<file path="src/rtl/mouse_pos_tracker.sv">
// mouse_pos_tracker: decodes PS/2 mouse packets into a clamped cursor position and button state.
module mouse_pos_tracker #(
    parameter int H_MAX   = 639,
    parameter int V_MAX   = 479,
    parameter int X_INIT  = 320,
    parameter int Y_INIT  = 240,
    parameter int TIMEOUT = 100000
) (
    input  logic       clk,
    input  logic       reset,
    input  logic       ps2_clk,
    input  logic       ps2_data,
    output logic [9:0] pos_x,
    output logic [9:0] pos_y,
    output logic       btn_l,
    output logic       btn_r,
    output logic       pkt_valid,
    output logic       frame_err
);
    typedef enum logic [1:0] {IDLE, DATA, PARITY, STOP} state_t;
    localparam int TW = $clog2(TIMEOUT + 1);
    state_t state, state_n;
    logic [1:0] clk_s, data_s;
    logic [3:0] hist;
    logic filt, sample, din, good, active, tmo, par;
    logic [2:0] bit_cnt;
    logic [7:0] shreg, b1;
    logic [5:0] hdr;
    logic [1:0] idx;
    logic [TW-1:0] cnt;
    logic [10:0] x_sum, y_sum;
    logic [9:0] x_new, y_new;
    assign din    = data_s[1];
    // falling edge of the filtered clock: filter still high, last four samples low
    assign sample = filt && hist == 4'b0000;
    assign good   = din && ^{shreg, par};
    assign active = state != IDLE || idx != 2'd0;
    assign tmo    = active && !sample && cnt == TW'(TIMEOUT - 1);
    // hdr = {y_ovf, x_ovf, y_sign, x_sign, btn_r, btn_l}; dy comes straight from the shifter
    assign x_sum  = {1'b0, pos_x} + {{3{hdr[2]}}, b1};
    assign y_sum  = {1'b0, pos_y} - {{3{hdr[3]}}, shreg};
    assign x_new  = hdr[4] ? pos_x : x_sum[10] ? 10'd0 : x_sum[9:0] > 10'(H_MAX) ? 10'(H_MAX) : x_sum[9:0];
    assign y_new  = hdr[5] ? pos_y : y_sum[10] ? 10'd0 : y_sum[9:0] > 10'(V_MAX) ? 10'(V_MAX) : y_sum[9:0];
    always_comb begin
        state_n = state;
        if (tmo)
            state_n = IDLE;
        else if (sample)
            case (state)
                IDLE:    state_n = din ? IDLE : DATA;
                DATA:    state_n = bit_cnt == 3'd7 ? PARITY : DATA;
                PARITY:  state_n = STOP;
                default: state_n = IDLE;
            endcase
    end
    always_ff @(posedge clk or posedge reset) begin
        if (reset) begin
            clk_s     <= 2'b11;
            data_s    <= 2'b11;
            hist      <= 4'hF;
            filt      <= 1'b1;
            state     <= IDLE;
            bit_cnt   <= '0;
            shreg     <= '0;
            par       <= 1'b0;
            hdr       <= '0;
            b1        <= '0;
            idx       <= '0;
            cnt       <= '0;
            pos_x     <= 10'(X_INIT);
            pos_y     <= 10'(Y_INIT);
            btn_l     <= 1'b0;
            btn_r     <= 1'b0;
            pkt_valid <= 1'b0;
            frame_err <= 1'b0;
        end else begin
            clk_s     <= {clk_s[0], ps2_clk};
            data_s    <= {data_s[0], ps2_data};
            hist      <= {hist[2:0], clk_s[1]};
            filt      <= hist == 4'hF ? 1'b1 : hist == 4'h0 ? 1'b0 : filt;
            state     <= state_n;
            cnt       <= (sample || !active || tmo) ? '0 : cnt + 1'b1;
            pkt_valid <= 1'b0;
            frame_err <= tmo;
            if (tmo)
                idx <= '0;
            if (sample) begin
                if (state == IDLE)
                    bit_cnt <= '0;
                if (state == DATA) begin
                    shreg   <= {din, shreg[7:1]};
                    bit_cnt <= bit_cnt + 3'd1;
                end
                if (state == PARITY)
                    par <= din;
                if (state == STOP) begin
                    if (!good) begin
                        frame_err <= 1'b1;
                        idx       <= '0;
                    end else if (idx == 2'd0) begin
                        if (shreg[3]) begin
                            hdr <= {shreg[7:4], shreg[1:0]};
                            idx <= 2'd1;
                        end
                    end else if (idx == 2'd1) begin
                        b1  <= shreg;
                        idx <= 2'd2;
                    end else begin
                        idx       <= '0;
                        pos_x     <= x_new;
                        pos_y     <= y_new;
                        btn_l     <= hdr[0];
                        btn_r     <= hdr[1];
                        pkt_valid <= 1'b1;
                    end
                end
            end
        end
    end
endmodule

</file>
<file path="config.mk">
export PLATFORM = sky130hd
export DESIGN_NAME = mouse_pos_tracker
export DESIGN_NICKNAME = d
export VERILOG_FILES = /design/src/rtl/mouse_pos_tracker.sv
export SDC_FILE = /design/constraint.sdc
export NUM_CORES = 1
export LEC_CHECK = 0
export CELL_PAD_IN_SITES_DETAIL_PLACEMENT = 0
export CELL_PAD_IN_SITES_GLOBAL_PLACEMENT = 1
export CORE_ASPECT_RATIO = 0.9
export CORE_MARGIN = 5
export CORE_UTILIZATION = 47
export DETAILED_ROUTE_END_ITERATION = 10
export PLACE_DENSITY_LB_ADDON = 0.2
export RECOVER_POWER = 25
export SYNTH_ARGS = -nofsm -noshare
export SYNTH_HDL_FRONTEND = slang
export SYNTH_SLANG_ARGS = --single-unit
export TNS_END_PERCENT = 100
</file>
<file path="constraint.sdc">
create_clock -name clk -period 3.1 [get_ports clk]
set_input_delay 0.465 -clock clk [delete_from_list [all_inputs] [get_ports clk]]
set_output_delay 0.465 -clock clk [all_outputs]
set_load 0.005 [all_outputs]
</file>
==> results_dict.tcl <==
set metrics [dict create \
    tritoncts.num_buffers 9 \
    critical_path.top_delay_family "XOR/XNOR gates" \
    boundaryPins 28 \
    vias 3276 \
    buffer_ports.inserted 27 \
    grtUsageTotal_pct 17.1 \
    route.detailed.drc 0 \
    fillCellCount 852 \
    crit_path_time_final_ns 2.63 \
    timing.critical_path.buf_inv 0 \
    routabilityCongestion 0.828 \
    critical_path_depth 6 \
    synthDominantAreaCellType "dfrtp_1" \
    setup_repair_after_global_routing_missed_its_margin "no" \
    worstPathCellList "xor2_1, xnor3_2, xnor2_2, or4_1, a2111o_1, o21ai_1" \
    hpwlAfterDp_mm 6.79 \
    synth_area_leaders "dfrtp_1 37%, dfstp_2 9.0%, ha_1 6.5%" \
    floorplan.initialDensity_pct 48.2 \
    required_ns 3.38 \
    sequential_cell_area_in_the_final_layout_sq_um 2020 \
    clock_tree.htree_level_count 3 \
    power.leakage_nw 2.22 \
    synth_top_cells_by_count "65 x dfrtp_1, 50 x nand2_1, 33 x a21oi_1" \
    post_synth_inst_count 447 \
    clock-root-buffer "clkbuf_8" \
    post-synth-top-count-cell "dfrtp_1" \
    cts_setup_buffers 0 \
    dieWidth_microns 112 \
    antenna_violations_before_repair 0 \
    critical_path.max_stage_delay_ns 0.56 \
    multi_input_comb_area_sq_um 2250 \
    run_status "finished with violations" \
    worstSkewPairLatency_ns 0.36 \
    critical_path_arrival_ns 2.91 \
    worst-slew-pin-transition_ns 1.71 \
    final_hold_viol_count 0 \
    report.final.slew_viol_count 39 \
    postSynthAreaPerCell_sq_um 9.83 \
    placement_stage_worst_setup_slack_ns 0.490 \
    setup_total_negative_slack_ns 0 \
    clk_transition_reported_paths_ns 0.08 \
    row_count 33 \
    postCtsHoldBufs 0 \
    ant_nets 0 \
    critical-path-slowest-cell "or4_1" \
    average_wire_per_standard_cell_microns 14.8 \
    post_synth_num_cell_types 56 \
    fmax_ghz 0.381 \
    layout.nets 511 \
    first_pass_grt_wire_length_mm 15.7 \
    timing.max_slew.rel_slack_pct -14.6 \
    postSynth.asyncResetShare_pct 100 \
    layout_setup_ws_ns 0.473 \
    synthesis.nets 476 \
    layout-area-overhead-vs-synth_pct 14.8 \
    numClockSinks 80 \
    die_height_microns 102 \
    worstSetupPathType "reg2reg" \
    antenna_cell_count 0 \
    synth-edff-count 0 \
    layout-drive-gt1-share_pct 10.7 \
    p_per_area_nw_per_um2 378 \
    cap_viol_max_count 1 \
    tritoncts "yes" \
    synth_largest_type_area_fraction_pct 37.0 \
    route.final.wire_length_mm 9.03 \
    final.period_utilization_pct 84.8 \
    instances_no_fill 609 \
    finalSetupViolations 0 \
    design_power_total_mw 1.91 \
    synthesis.area_sq_um 4400 \
    violations "max-capacitance violations, max-slew violations" \
    drtIter0Drc 142 \
    cts_max_path_buffers 2 \
    finish.utilization_pct 55.3 \
    synth.yosys.warnings 0 \
    vias_per_cell 5.38 \
    worst_r2r_path_depth 6 \
    seq_area_frac_synth_pct 46.0 \
    area_of_the_core_region_sq_um 9130 \
    die_area_sq_um 11400 \
    hold_path_class "reg2reg" \
    postSynth.topFlopCell "dfrtp_1" \
    detailedRoute.firstPassIterationCount 4 \
    post_cts_resize_count 0 \
    crit_path_start_kind "register" \
    grt_start_max_net_pins 43 \
    hold_depth 0 \
    grt_overflow_total 0 \
    endpoint_kind "register" \
    first_global_vias 3260 \
    path_max_fanout 10 \
    vdd.ir_drop.worst_uv 316 \
    ys_ff_latch 80 \
    finalClockSkew_ns 0.0107 \
    placed_cells 593 \
]
## logic make-up after synthesis
group,after synthesis,share of synthesized area [%]
AND/OR/NAND/NOR,147,16.6
AO/OA/AOI/OAI,115,16.3
flip-flops,80,46.0
XOR/XNOR,37,8.20
buffers and inverters,32,2.76
adder cells (fa/ha/maj),25,7.46
multiplexers,11,2.76
## routing by layer
metal / share of wire [%] / vias to the layer above / GRT usage, %
met4: 1.2 / 0 / 4.34
met1: 51 / 1561 / 24.1
li1: - / 1660 / -
met3: 3.2 / 12 / 3.70
met5: 0 / - / 0
met2: 45 / 43 / 27.3
## metrics by stage
| step | hold slack [ns] | area, sq um |
|---|---|---|
| floorplan | 0.345 | 4400 |
| global placement | 0.346 | 4850 |
| detailed placement | 0.349 | 4850 |
| CTS | 0.363 | 5050 |
| global route | 0.367 | 5050 |
| finish | 0.361 | 5050 |
## state kept, by name, summed over array words and instances (netlist names), 2 cells and up
name,count
cnt,17
pos_x,10
pos_y,10
b1,8
shreg,8
hdr,6
hist,4
bit_cnt,3
clk_s,2
data_s,2
idx,2
state,2
## report_power, final
group	internal, mW	leakage, nW	switching, mW
logic	0.0206	1.08	0.0457
registers	1.06	1.06	0.0129
clock network	0.370	0.0835	0.398
total	1.45	2.22	0.457
## cell usage in the layout (no fill, tap or decap), types with 5 or more instances in the layout
| cell type | netlist | final |
|---|---|---|
| xor2_1 | 17 | 17 |
| buf_4 | 0 | 7 |
| inv_1 | 21 | 20 |
| nor3_1 | 10 | 10 |
| clkdlybuf4s50_1 | 0 | 24 |
| a21oi_1 | 33 | 33 |
| nand4_1 | 7 | 7 |
| nand2b_1 | 7 | 7 |
| a31oi_1 | 5 | 5 |
| nand2_1 | 50 | 50 |
| clkbuf_8 | 0 | 9 |
| nand3_1 | 11 | 11 |
| o21ai_0 | 30 | 30 |
| o21ai_1 | 10 | 10 |
| nor2_1 | 32 | 32 |
| dfstp_2 | 15 | 12 |
| dfrtp_1 | 65 | 65 |
| xnor2_1 | 17 | 17 |
| mux2_2 | 9 | 9 |
| ha_1 | 23 | 23 |
| clkinvlp_4 | 0 | 5 |
| a21o_1 | 12 | 12 |
## area by class of cell
type / count / share of cell area [%]
Clock buffer: 9 / 2.45
Clock inverter: 7 / 1.44
Inverter: 21 / 1.59
Multi-Input combinational cell: 335 / 44.7
Sequential cell: 80 / 40.0
Tap cell: 122 / 3.03
Timing Repair Buffer: 35 / 6.79
## worst reg2reg max path, stage by stage, from the launching register on
cell      delay (ns)
dfrtp_1         0.45
xor2_1          0.19
xnor3_2         0.48
xnor2_2         0.21
or4_1           0.56
a2111o_1        0.48
o21ai_1         0.20
## worst paths after layout
path                       startpoint  slack [ns]  endpoint
max                          shreg[0]        0.47  pos_x[6]
min                          clk_s[0]        0.36  clk_s[1]
max reg2reg                  shreg[0]        0.47  pos_x[6]
min reg2reg                  clk_s[0]        0.36  clk_s[1]
max in group asynchronous       reset        1.21  pos_x[6]
min in group asynchronous       reset        0.98  shreg[2]
Power figures use the tool's default switching activity.
